File: config.mk
export PLATFORM = sky130hd
export DESIGN_NAME = ms_interval_timer
export DESIGN_NICKNAME = d
export VERILOG_FILES = /design/src/rtl/ms_interval_timer.sv
export SDC_FILE = /design/constraint.sdc
export NUM_CORES = 1
export LEC_CHECK = 0
export CORE_UTILIZATION = 53
export DETAILED_ROUTE_END_ITERATION = 16
export PLACE_DENSITY = 0.87
export SYNTH_ARGS = -nofsm -noshare
export SYNTH_HDL_FRONTEND = slang
export SYNTH_SLANG_ARGS = --single-unit
File: constraint.sdc
create_clock -name clk -period 2.45 [get_ports clk]
set_input_delay 0.49 -clock clk [delete_from_list [all_inputs] [get_ports clk]]
set_output_delay 0.49 -clock clk [all_outputs]
set_load 0.005 [all_outputs]
File: src/rtl/ms_interval_timer.sv
// Millisecond countdown timer: synchronizes the 1 ms divider square wave, turns its rising
// edges into ticks and counts them down in one-shot or auto-reload mode with a sticky irq.
module ms_interval_timer #(
  parameter int unsigned CNT_W       = 16,
  parameter int unsigned SYNC_STAGES = 2
) (
  input  logic             clk,
  input  logic             rst,
  input  logic             clk_1ms_in,
  input  logic             load,
  input  logic [CNT_W-1:0] load_val,
  input  logic             start,
  input  logic             stop,
  input  logic             mode,
  input  logic             irq_ack,
  output logic [CNT_W-1:0] count,
  output logic             running,
  output logic             irq,
  output logic             ovf,
  output logic             tick_1ms
);

  localparam int unsigned BlankW = $clog2(SYNC_STAGES + 2);
  localparam logic [BlankW-1:0] BlankMax = BlankW'(SYNC_STAGES + 1);

  typedef enum logic [1:0] {StIdle, StRun, StExpired} state_e;

  logic [SYNC_STAGES-1:0] sync_q;
  logic                   edge_q;
  logic [BlankW-1:0]      blank_q;
  logic                   tick_q, tick_d;
  logic                   sync_out;

  state_e                 state_q, state_d;
  logic [CNT_W-1:0]       count_q, count_d;
  logic [CNT_W-1:0]       reload_q, reload_d;
  logic                   irq_q, irq_d;
  logic                   ovf_q, ovf_d;
  logic                   running_q;

  assign sync_out = sync_q[SYNC_STAGES-1];
  // Blanking keeps an input that is already high at reset release from looking like an edge.
  assign tick_d   = sync_out & ~edge_q & (blank_q == BlankMax);

  always_ff @(posedge clk or posedge rst) begin
    if (rst) begin
      sync_q  <= '0;
      edge_q  <= 1'b0;
      blank_q <= '0;
      tick_q  <= 1'b0;
    end else begin
      sync_q  <= {sync_q[SYNC_STAGES-2:0], clk_1ms_in};
      edge_q  <= sync_out;
      tick_q  <= tick_d;
      if (blank_q != BlankMax) begin
        blank_q <= blank_q + BlankW'(1);
      end
    end
  end

  always_comb begin
    state_d  = state_q;
    count_d  = count_q;
    reload_d = reload_q;
    irq_d    = irq_q & ~irq_ack;
    ovf_d    = ovf_q & ~irq_ack;

    if (load) begin
      count_d  = load_val;
      reload_d = load_val;
      state_d  = StIdle;
    end else if (stop) begin
      if (state_q == StRun) begin
        state_d = StIdle;
      end
    end else if (start) begin
      case (state_q)
        StIdle: begin
          if (count_q != '0) begin
            state_d = StRun;
          end
        end
        StExpired: begin
          if (reload_q != '0) begin
            count_d = reload_q;
            state_d = StRun;
          end
        end
        default: ;
      endcase
    end else if (tick_q && (state_q == StRun)) begin
      if (count_q == CNT_W'(1)) begin
        irq_d = 1'b1;
        // An acknowledge in the same cycle retires the earlier irq, so no overflow.
        if (irq_q && !irq_ack) begin
          ovf_d = 1'b1;
        end
        if (mode) begin
          count_d = reload_q;
        end else begin
          count_d = '0;
          state_d = StExpired;
        end
      end else begin
        count_d = count_q - CNT_W'(1);
      end
    end
  end

  always_ff @(posedge clk or posedge rst) begin
    if (rst) begin
      state_q   <= StIdle;
      count_q   <= '0;
      reload_q  <= '0;
      irq_q     <= 1'b0;
      ovf_q     <= 1'b0;
      running_q <= 1'b0;
    end else begin
      state_q   <= state_d;
      count_q   <= count_d;
      reload_q  <= reload_d;
      irq_q     <= irq_d;
      ovf_q     <= ovf_d;
      running_q <= (state_d == StRun);
    end
  end

  assign count    = count_q;
  assign running  = running_q;
  assign irq      = irq_q;
  assign ovf      = ovf_q;
  assign tick_1ms = tick_q;

endmodule

* After elaboration in Yosys (flattened, before gate mapping)
Index checks and enable logic that the tools add are counted.
Storage, ports and cells: flip-flop bits (word level) 43, input bits 24, output and inout port bits 20, word-level logic and storage cells 64
Cells by class: add/subtract/negate cells 2, eq/ne operators 9, mux-type cells 29, bitwise gates (word level) 6, reduce and logical (&&, ||, !) cells 8
Operator list (count):
- $mux 16 | 8
- $reduce_bool 16->1 | 2
- $mux 2 | 9
- $eq 16x1->1 const B | 1
- $sub 16x1->16 const B | 1
- $mux 1 | 11
- $ne 3x2->1 const B | 2
- $and 1x1->1 | 4
- $eq 2x1->1 const B | 2
- $eq 2x2->1 const B | 2
- $ne 2x2->1 const B | 2
- $pmux 2 s2 | 1
- $reduce_and 4->1 | 1
- $reduce_bool 3->1 | 1
- $add 2x1->2 const B | 1
- $logic_and 1x1->1 | 2
- $logic_not 2->1 | 1
- $not 1->1 | 2
- $logic_not 1->1 | 1

* Logic depth before layout (Yosys ltp)
Gate-level depths: netlist (run 1).
depth in word-level cells 8, depth in mapped cells 9, gate-level depth less buffers 7

* Worst setup path before layout (run 1)
Ideal clock, no wire load.
path kind register -> register, start point register count_q[0] (netlist: count[0]), end point register count_q[14] (netlist: count[14]), setup time 0.087 ns, arrival time 1.876 ns, required time 2.363 ns, slack 0.487 ns, stages on the path, launching flop included 9, buffers on the path 1, clock period less this slack 1.963 ns, path through dfrtp_1 > inv_1 > ha_1 > or4b_1 > buf_2 > nor4b_2 > xor2_1 > nand4_1 > o211ai_1
On the way: longest elaborated chain between the ends 6, elaborated cells on any way between the ends 7, those cells by class add/sub (1); eq/ne (1); mux (5)
Ends and longest elaborated chain:
- start: declaration | RTL line 35 | logic [CNT_W-1:0] count_q, count_d;
- start signal: assignment | RTL line 120 | count_q <= count_d;
- $sub 16x1->16 or $eq 16x1->1 (tied branches) | RTL line 105, 92
- $mux 16 (*) | RTL line 92 | if (count_q == CNT_W'(1)) begin
- $mux 16 (*) | RTL line 91 | end else if (tick_q && (state_q == StRun)) begin
- $mux 16 (*) | RTL line 76 | end else if (start) begin
- $mux 16 (*) | RTL line 72 | end else if (stop) begin
- $mux 16 (*) | RTL line 68 | if (load) begin
Mark *: on every way between the ends. The rest lies on a longest branch, timed or not. The select of a mux whose other input is x is not followed. A chain may end at the register's enable or synchronous reset.

* Worst setup path after layout (run 1)
start point register count_q[1] (netlist: count[1]), end point register count_q[14] (netlist: count[14])
The elaborated chain is that of the path after synthesis.

==> summary.txt, run 1 <==
Run status
  • Status: complete, no violations

Timing
  • Final Setup Violations: 0
  • Tmin final: 2.30 ns
  • Final Skew: 0.00958 ns
  • Fin. Hold Viols: 0
  • Unrepaired setup endpoints after global routing: false
  • Final Max Slew Viols: 0
  • TNS Setup: 0 ns
  • FMAX: 435 MHz
  • Max_slew headroom: 63.3%
  • Worst-Margin Slew: 0.546 ns
  • Period utilisation layout: 93.8%

Pwr
  • Max IR drop VDD: 0.000425 V
  • Pwr dens: 541 nW/um^2
  • Leakage: 1.25 nW

Global routing
  • Vias in the first global route: 2205
  • Global-route wire length before repair: 11100 microns
  • Initial antenna violation count: 0
  • Grt total ovfl: 0
  • Tot GR Track Use: 27.6%
  • Largest net degree at the start of global routing: 44

Die
  • Core footprint: 4720 sq um
  • Die X: 72.0 microns
  • Row count: 25
  • Initial core utilization: 55.0%
  • Die Span Y: 72.0 microns
  • # IOs: 44
  • Die ar.: 5180 sq um

Synthesis
  • FF+latch count, synth: 43
  • Syn. warnings: 0
  • Mapped Avg Cell Area: 9.95 sq um
  • Most common cell in the netlist: dfrtp_1
  • Area share of the largest cell type after synthesis: 41.4%
  • Async SR Flop Fraction: 100%
  • Sequential area share after synthesis: 41.4%
  • Dominant cells by area after synthesis: dfrtp_1 (41%), mux2_2 (6.9%), a21oi_1 (3.7%), nor2_1 (3.5%), a221oi_1 (3.4%)
  • Yosys cell types: 53
  • Synth area leader: dfrtp_1
  • Primary FF master, synth: dfrtp_1
  • Post-synth EDFFs: 0
  • Net Count, Synth: 289
  • Post-Synthesis Cells: 261
  • Synth top cells by count: dfrtp_1 (43), nor2_1 (24), a21oi_1 (19), mux2_2 (16), o21ai_0 (16)
  • Post-synthesis cell area: 2600 sq um

Flow run
  • Max-Cap Viols: 0

Clocking
  • Clock tree buffer depth: 2
  • TritonCTS buffer count: 5
  • CTS tree: yes
  • Post-CTS setup buffer count: 0
  • Sinks on Clock Net: 43
  • Hold_buf cts: 0
  • Clk root buf: clkbuf_8
  • Maximum level of the CTS H-tree: 2
  • Resized cells post-CTS: 0
  • Clk_lat worst skew: 0.30 ns
  • Clk slew on worst S/H paths: 0.09 ns

Layout
  • Final net count: 338
  • Layout area overhead: 23.8%
  • Fraction of layout cells with a size suffix above 1: 18.0%
  • Final core utilization: 68.1%
  • Fillers: 377
  • Layout Cells excl Fill: 378
  • Final antenna diode count: 0

Route
  • Routed WL: 6700 microns
  • DR iter-0 viols: 339
  • Vias per inst: 6.35
  • Routed length per instance: 17.7 microns
  • Post-DRT Antenna Nets: 0
  • DRC errors left: 0
  • Vias: 2399
  • Router iterations before antenna repair: 5

Critical path
  • Crit path capture type: flop
  • R2R Setup Slk: 0.15 ns
  • Worst EP arrival: 2.51 ns
  • CP Class: flop to flop
  • Worst Path Max Fanout: 7
  • Startpoint Class: flop
  • CP required: 2.66 ns

Placed design
  • Detailed Place HPWL: 4790 microns
  • Cells after DPL: 370
  • Final GP Congestion: 0.912
  • Port Buffers: 43

Hold path
  • Hold Crit Class: flop to flop
==> worst paths after layout <==
kind                                       from               endpoint  depth (start not counted)
min                         sync_q[0]$_DFF_PP0_    sync_q[1]$_DFF_PP0_                          0
max in group asynchronous                   rst  count[11]$_DFFE_PP0P_                          3
max                        count[1]$_DFFE_PP0P_  count[14]$_DFFE_PP0P_                          7
min reg2reg                 sync_q[0]$_DFF_PP0_    sync_q[1]$_DFF_PP0_                          0
max reg2reg                count[1]$_DFFE_PP0P_  count[14]$_DFFE_PP0P_                          7
min in group asynchronous                   rst   count[4]$_DFFE_PP0P_                          3
==> logic make-up (layout without fill, tap and decap cells) <==
family,Yosys count,after routing,share of synthesized area [%]
AND/OR/NAND/NOR,89,89,20.9
AO/OA/AOI/OAI,73,73,20.5
adder cells (fa/ha/maj),4,4,1.93
buffers and inverters,27,77,5.35
XOR/XNOR,9,9,3.03
flip-flops,43,43,41.4
multiplexers,16,16,6.94
==> per-layer routing <==
metal | up-vias | share of wire (%) | global-route usage (%)
li1 | 1088 | - | -
met1 | 1149 | 42 | 38.4
met2 | 148 | 48 | 42.9
met3 | 14 | 8.1 | 4.44
met4 | 0 | 1.7 | 12.0
met5 | - | 0 | 0
==> report_power, final <==
part	switching [mW]	leakage (nW)	internal [mW]
combinational	0.196	0.703	0.224
sequential	0.103	0.508	0.776
clock	0.241	0.0422	0.200
total	0.540	1.25	1.20
==> through the flow <==
step / hold slack, ns / total power, mW / setup WS [ns] / instance area (sq um)
global route: 0.375 / 1.82 / 0.00727 / 3220
detailed placement: 0.346 / 1.30 / 0.202 / 3130
finish: 0.365 / 1.74 / 0.152 / 3220
global placement: 0.336 / 1.29 / 0.271 / 3130
CTS: 0.370 / 1.74 / 0.177 / 3220
floorplan: 0.331 / 1.10 / 0.487 / 2600
==> cell usage in the layout (no fill, tap or decap), types with 2 or more instances in the layout <==
cell,n
a221oi_2,3
a31oi_1,3
o21ai_0,16
xnor2_1,7
dfrtp_1,43
and4_1,3
nand4_1,8
xor2_1,2
nor4_4,2
clkdlybuf4s50_1,43
ha_1,4
o211ai_1,4
nor2_1,24
nor3_1,9
buf_4,17
nand3_1,5
mux2_2,16
clkbuf_8,5
a21oi_1,19
nand2b_1,2
nor4_2,4
inv_1,9
and3_1,5
clkbuf_1,2
a22oi_1,2
nor4_1,5
a211o_1,2
nand2_1,13
a221oi_1,10
==> critical path, stage by stage, from the launching register on <==
cell and delay, ns:
dfrtp_1 0.42, inv_1 0.14, ha_1 0.26, or4b_1 0.65
nor4b_2 0.31, xor2_1 0.21, nand4_1 0.11, o211ai_1 0.11
==> cell type report <==
class                      count  area (sq um)  area share, %
sequential                    43          1080           33.5
timing repair buffer          60           558           17.4
multi-input combinational    191          1380           43.0
clock buffer                   7          76.3           2.37
tap                           67          83.8           2.61
inverter                       9          33.8           1.05
clock inverter                 1          5.00          0.156
==> registers in the layout, summed over array words and instances, names as in the netlist <==
signal	cells
ovf	1
tick_1ms	1
running	1
edge_q	1
irq	1
count	16
reload_q	16
blank_q	2
state_q	2
sync_q	2
Power figures use the tool's default switching activity.
==> run 2: changes to the inputs <==
CTS_BUF_LIST = sky130_fd_sc_hd__clkbuf_8 sky130_fd_sc_hd__clkbuf_16   (was unset)
==> run 2 against run 1 <==
Highest routed layer unchanged. Non-clock buffer count unchanged. Die area did not move. First-iteration DRC count is 0.59% lower. Critical path depth did not move. Largest power group unchanged.
==> summary.txt, run 2 (synthesis gave the netlist of run 1 again) <==
Layout
  • Layout area overhead: 23.8% (unchanged)
  • Fraction of layout cells with a size suffix above 1: 18.0% (unchanged)
  • Final net count: 338 (unchanged)
  • Commonest cells after routing, fill and taps aside: dfrtp_1 (43), clkdlybuf4s50_1 (43), nor2_1 (24)
  • Final antenna diode count: 0 (unchanged)
  • Final instance area: 3220 sq um (unchanged)

Timing
  • Final Setup Violations: 0 (unchanged)
  • Unrepaired setup endpoints after global routing: false
  • Worst-Margin Slew: 0.544 ns (-0.00195 ns)
  • FMAX: 436 MHz (+0.11%)
  • Period utilisation layout: 93.7% (-0.11 points)
  • Fin. Hold Viols: 0 (unchanged)
  • Max_slew headroom: 63.4% (+0.13 points)
  • Tmin final: 2.29 ns (-0.00257 ns)
  • Final Skew: 0.00954 ns (-0.0000424 ns)
  • Final Max Slew Viols: 0 (unchanged)
  • TNS Setup: 0 ns (unchanged)

Pwr
  • Comb pwr share: 24.2% (about the same)
  • Pwr dens: 539 nW/um^2 (-0.50%)
  • Max IR drop VDD: 0.000426 V (about the same)
  • Psw: 0.540 mW (about the same)
  • Leakage: 1.26 nW (+0.66%)
  • Sw Ratio: 31.2% (+0.14 points)
  • Internal Dissipation: 1.19 mW (-0.70%)
  • Sequential power share: 50.7% (+0.2 points)
  • Clock share of power: 25.0% (-0.4 points)

Placed design
  • Detailed Place HPWL: 4790 microns (unchanged)
  • Port Buffers: 43 (unchanged)
  • Final GP Congestion: 0.912 (unchanged)
  • Post-place instance area: 3130 sq um (unchanged)

Clocking
  • CTS tree: yes
  • Clock tree buffer depth: 2 (unchanged)
  • Post-CTS setup buffer count: 0 (unchanged)
  • Clk root buf: clkbuf_8
  • Clk slew on worst S/H paths: 0.09 ns (about the same)
  • Hold_buf cts: 0 (unchanged)
  • Resized cells post-CTS: 0 (unchanged)
  • Maximum level of the CTS H-tree: 2 (unchanged)
  • Clk_lat worst skew: 0.30 ns (about the same)
  • TritonCTS buffer count: 5 (unchanged)
  • Sinks on Clock Net: 43 (unchanged)

Route
  • DRC errors left: 0 (unchanged)
  • Post-DRT Antenna Nets: 0 (unchanged)
  • Routed length per instance: 17.7 microns (-0.36%)
  • Routed WL: 6680 microns (-0.36%)
  • Router iterations before antenna repair: 5 (unchanged)
  • Vias per inst: 6.32 (-0.46%)
  • Vias: 2388 (-0.46%)
  • DR iter-0 viols: 337 (-0.59%)

Global routing
  • Grt total ovfl: 0 (unchanged)
  • Global-route wire length before repair: 11100 microns (unchanged)
  • Largest net degree at the start of global routing: 44 (unchanged)
  • Vias in the first global route: 2205 (unchanged)
  • Initial antenna violation count: 0 (unchanged)
  • Tot GR Track Use: 27.6% (unchanged)

Critical path
  • CP peak stage delay: 0.65 ns (about the same)
  • Startpoint Class: flop
  • CP max stage cell: or4b_1
  • CP required: 2.66 ns (about the same)
  • CP Class: flop to flop
  • Worst EP arrival: 2.51 ns (about the same)
  • Critical path, cell by cell: inv_1 -> ha_1 -> or4b_1 -> nor4b_2 -> xor2_1 -> nand4_1 -> o211ai_1
  • Worst Path Max Fanout: 7 (unchanged)
  • Crit path capture type: flop

Die
  • Die X: 72.0 microns (unchanged)
  • Die ar.: 5180 sq um (unchanged)
  • Row count: 25 (unchanged)
  • # IOs: 44 (unchanged)
  • Die Span Y: 72.0 microns (unchanged)
  • Core footprint: 4720 sq um (unchanged)
  • Initial core utilization: 55.0% (unchanged)

Run status
  • Status: complete, no violations

Flow run
  • Max-Cap Viols: 0 (unchanged)

Hold path
  • Hold Crit Class: flop to flop
-- run 2: cell count changes in the layout (fill, tap and decap cells not counted), sizes merged --
cell / previous run / this run
clkbuf: 7 / 5
inv: 9 / 11
-- run 2: power by group through the flow --
stage	logic [mW]	clock network (mW)	registers, mW
final	0.420	0.434	0.879
after CTS	0.417	0.438	0.876
after floorplan	0.232	0	0.867
after global routing	0.457	0.466	0.889
after detailed placement	0.415	0	0.890
after global placement	0.404	0	0.886
-- run 2: per-stage QoR --
stage          setup WS [ns]  power (mW)  cells  util (%)  hold WS, ns
3_5_place_dp           0.202        1.30    370      66.4        0.346
3_3_place_gp           0.271        1.29    370      66.4        0.336
6_report               0.155        1.73    378      68.1        0.366
4_1_cts                0.177        1.73    378      68.1        0.370
5_1_grt              0.00741        1.81    378      68.1        0.375
2_1_floorplan          0.487        1.10    261         -        0.331
-- run 2: area by class of cell --
| class | count | area (sq um) |
|---|---|---|
| fillers | 377 | 1510 |
| multi-input cells | 191 | 1380 |
| flip-flops and latches | 43 | 1080 |
| repair buffers | 60 | 558 |
| well taps | 67 | 83.8 |
| clock buffers | 5 | 68.8 |
| inverters | 9 | 33.8 |
| clock inverters | 3 | 12.5 |
-- run 2: path summary, 6_finish.rpt --
path / slack [ns] / from / end / cells past startpoint
max reg2reg: 0.16 / count[1]$_DFFE_PP0P_ / count[14]$_DFFE_PP0P_ / 7
max in group asynchronous: 1.44 / rst / count[11]$_DFFE_PP0P_ / 3
min reg2reg: 0.37 / sync_q[0]$_DFF_PP0_ / sync_q[1]$_DFF_PP0_ / 0
min in group asynchronous: 0.62 / rst / count[4]$_DFFE_PP0P_ / 3
min: 0.37 / sync_q[0]$_DFF_PP0_ / sync_q[1]$_DFF_PP0_ / 0
max: 0.16 / count[1]$_DFFE_PP0P_ / count[14]$_DFFE_PP0P_ / 7
-- run 2: critical path, delay by kind of cell (launching register included) --
family | cells | cell delay (ns)
simple gates | 3 | 1.07
xor+xnor | 1 | 0.21
buf+inv | 1 | 0.14
flops | 1 | 0.42
compound gates | 1 | 0.11
fa+ha+maj | 1 | 0.26
-- run 2: per-layer routing --
layer	GRT usage [%]	routed length, microns	vias up
li1	-	-	1087
met5	0	0	-
met1	38.4	2840	1149
met4	12.0	134	0
met3	4.44	535	15
met2	42.9	3170	137
==> variant (flow settings as in run 1) <==
Add an input register stage for `mode` and `irq_ack`; this delays them by one clock. The other inputs are not delayed to match.
--- a/src/rtl/ms_interval_timer.sv
+++ b/src/rtl/ms_interval_timer.sv
@@ -24,6 +24,14 @@
   localparam logic [BlankW-1:0] BlankMax = BlankW'(SYNC_STAGES + 1);
 
   typedef enum logic [1:0] {StIdle, StRun, StExpired} state_e;
+
+  logic mode_q;
+  logic irq_ack_q;
+
+  always_ff @(posedge clk) begin
+    mode_q    <= mode;
+    irq_ack_q <= irq_ack;
+  end
 
   logic [SYNC_STAGES-1:0] sync_q;
   logic                   edge_q;
@@ -62,8 +70,8 @@
     state_d  = state_q;
     count_d  = count_q;
     reload_d = reload_q;
-    irq_d    = irq_q & ~irq_ack;
-    ovf_d    = ovf_q & ~irq_ack;
+    irq_d    = irq_q & ~irq_ack_q;
+    ovf_d    = ovf_q & ~irq_ack_q;
 
     if (load) begin
       count_d  = load_val;
@@ -92,10 +100,10 @@
       if (count_q == CNT_W'(1)) begin
         irq_d = 1'b1;
         // An acknowledge in the same cycle retires the earlier irq, so no overflow.
-        if (irq_q && !irq_ack) begin
+        if (irq_q && !irq_ack_q) begin
           ovf_d = 1'b1;
         end
-        if (mode) begin
+        if (mode_q) begin
           count_d = reload_q;
         end else begin
           count_d = '0;
Function: changed (Yosys sat finds a counterexample within 10 cycles, from zero or initial values and one cycle with rst high).
==> variant against run 1 <==
- hold slack worse by 0.011 ns
- wire length is 1.1% lower
- setup slack better by 0.033 ns
- combinational power is 2% lower
- sequential cell count is 2 higher
- power is 5.2% higher
- synthesized area is 1.5% higher
- clock power is 13% higher
- cell area is 1.4% higher
==> variant: results (changes against run 1) <==
netlist_area_um2: 2638  # was 2597 um2
track_usage_pct: 26.22  # was 27.59%
seq_cell_count: 45  # was 43
num-fill-cells: 374  # was 377
n_all_buffers: 58  # was 60
seq_area_um2: 1116  # was 1076 um2
p_leak_nw: 1.272  # was 1.253 nW
place_area_um2: 3159  # was 3134 um2
reg2reg_setup_slack_ns: 0.19  # was 0.15 ns
whs_ns: 0.3546  # was 0.3654 ns
drt_wl_total_mm: 6.623  # was 6.699 mm
clock_skew_ns: 0.01078  # was 0.009583 ns
bufAreaShareNonClock_pct: 16.65  # was 17.35%
cell_internal_pwr_mw: 1.287  # was 1.201 mW
path_max_fanout: 7  # unchanged
cp.arrival_ns: 2.47  # was 2.51 ns
vdd_drop_max_mv: 0.4238  # was 0.4253 mV
grt_pass1_wl_mm: 10.76  # was 11.05 mm
viasPerCell: 6.450  # was 6.347
critical_path.top_delay_family: "simple AND/OR/NAND/NOR gates"  # unchanged
synthDistinctLibCells: 54  # was 53
grt_pass1_vias: 2228  # was 2205
critPathMaxStageDelay_ns: 0.63  # was 0.65 ns
netlist_top_cells_count: "dfrtp_1, nor2_1, a21oi_1, mux2_2, o21ai_0"  # unchanged
place_congestion: 0.8934  # was 0.9119
synthArstFlopShare_pct: 95.56  # was 100.0%
post_cts_resized: 0  # unchanged
maxSlewHeadroom_pct: 53.58  # was 63.27%
drt-initial-drc-count: 356  # was 339
clk_share_pct: 3.108  # was 2.529%
area_delta_synth_final_pct: 23.62  # was 23.80%
synth_fp_nets: 291  # was 289
hpwl_mm: 4.693  # was 4.785 mm
multi_input_area_share_pct: 42.40  # was 43.00%
nMultiInputCombCells: 191  # unchanged
clk_path_buf_depth: 2  # unchanged
outcome: "finished, final reports clean"  # unchanged
seq_area_frac_synth_pct: 42.31  # was 41.43%
ys_top_cells_by_area: "dfrtp_1, mux2_2, a21oi_1, nor2_1, a221oi_1"  # unchanged
==> variant: power by group through the flow <==
| stage | clock network, mW | logic, mW | registers, mW |
|---|---|---|---|
| 2_1_floorplan | 0 | 0.231 | 0.902 |
| 3_3_place_gp | 0 | 0.397 | 0.923 |
| 3_5_place_dp | 0 | 0.408 | 0.927 |
| 4_1_cts | 0.512 | 0.410 | 0.912 |
| 5_1_grt | 0.538 | 0.447 | 0.926 |
| 6_report | 0.501 | 0.413 | 0.916 |
==> variant: per-layer routing <==
layer,share of wire [%],vias to the layer above,GRT usage (%)
met5,0,-,0
met4,2.1,0,7.843
met3,8.1,20,3.472
met2,47,150,41.95
met1,42,1177,37.27
li1,-,1091,-
==> variant: stage by stage <==
stage / utilization, % / std cells / power, mW / worst slack, ns
after floorplan: - / 263 / 1.133 / 0.4873
after global placement: 66.45 / 370 / 1.320 / 0.2167
after detailed placement: 66.45 / 370 / 1.335 / 0.1404
after CTS: 68.58 / 378 / 1.834 / 0.2147
after global routing: 68.58 / 378 / 1.912 / 0.04511
final: 68.58 / 378 / 1.831 / 0.1852
==> variant: cells by family (layout without fill, tap and decap cells) <==
| logic type | count (synthesis) | after routing | share of synthesized area, % |
|---|---|---|---|
| compound gates | 73 | 73 | 20.16 |
| xor+xnor | 9 | 9 | 2.989 |
| fa+ha+maj | 4 | 4 | 1.898 |
| buf+inv | 27 | 75 | 5.265 |
| flops | 45 | 45 | 42.31 |
| mux | 16 | 16 | 6.831 |
| simple gates | 89 | 89 | 20.54 |
==> variant: final timing paths <==
kind,startpoint,cells after the start,endpoint
setup / recovery,count[1],7,count[14]
hold / removal,sync_q[0],0,sync_q[1]
setup reg to reg,count[1],7,count[14]
hold reg to reg,sync_q[0],0,sync_q[1]
max in group asynchronous,rst,3,reload_q[1]
min in group asynchronous,rst,3,count[15]
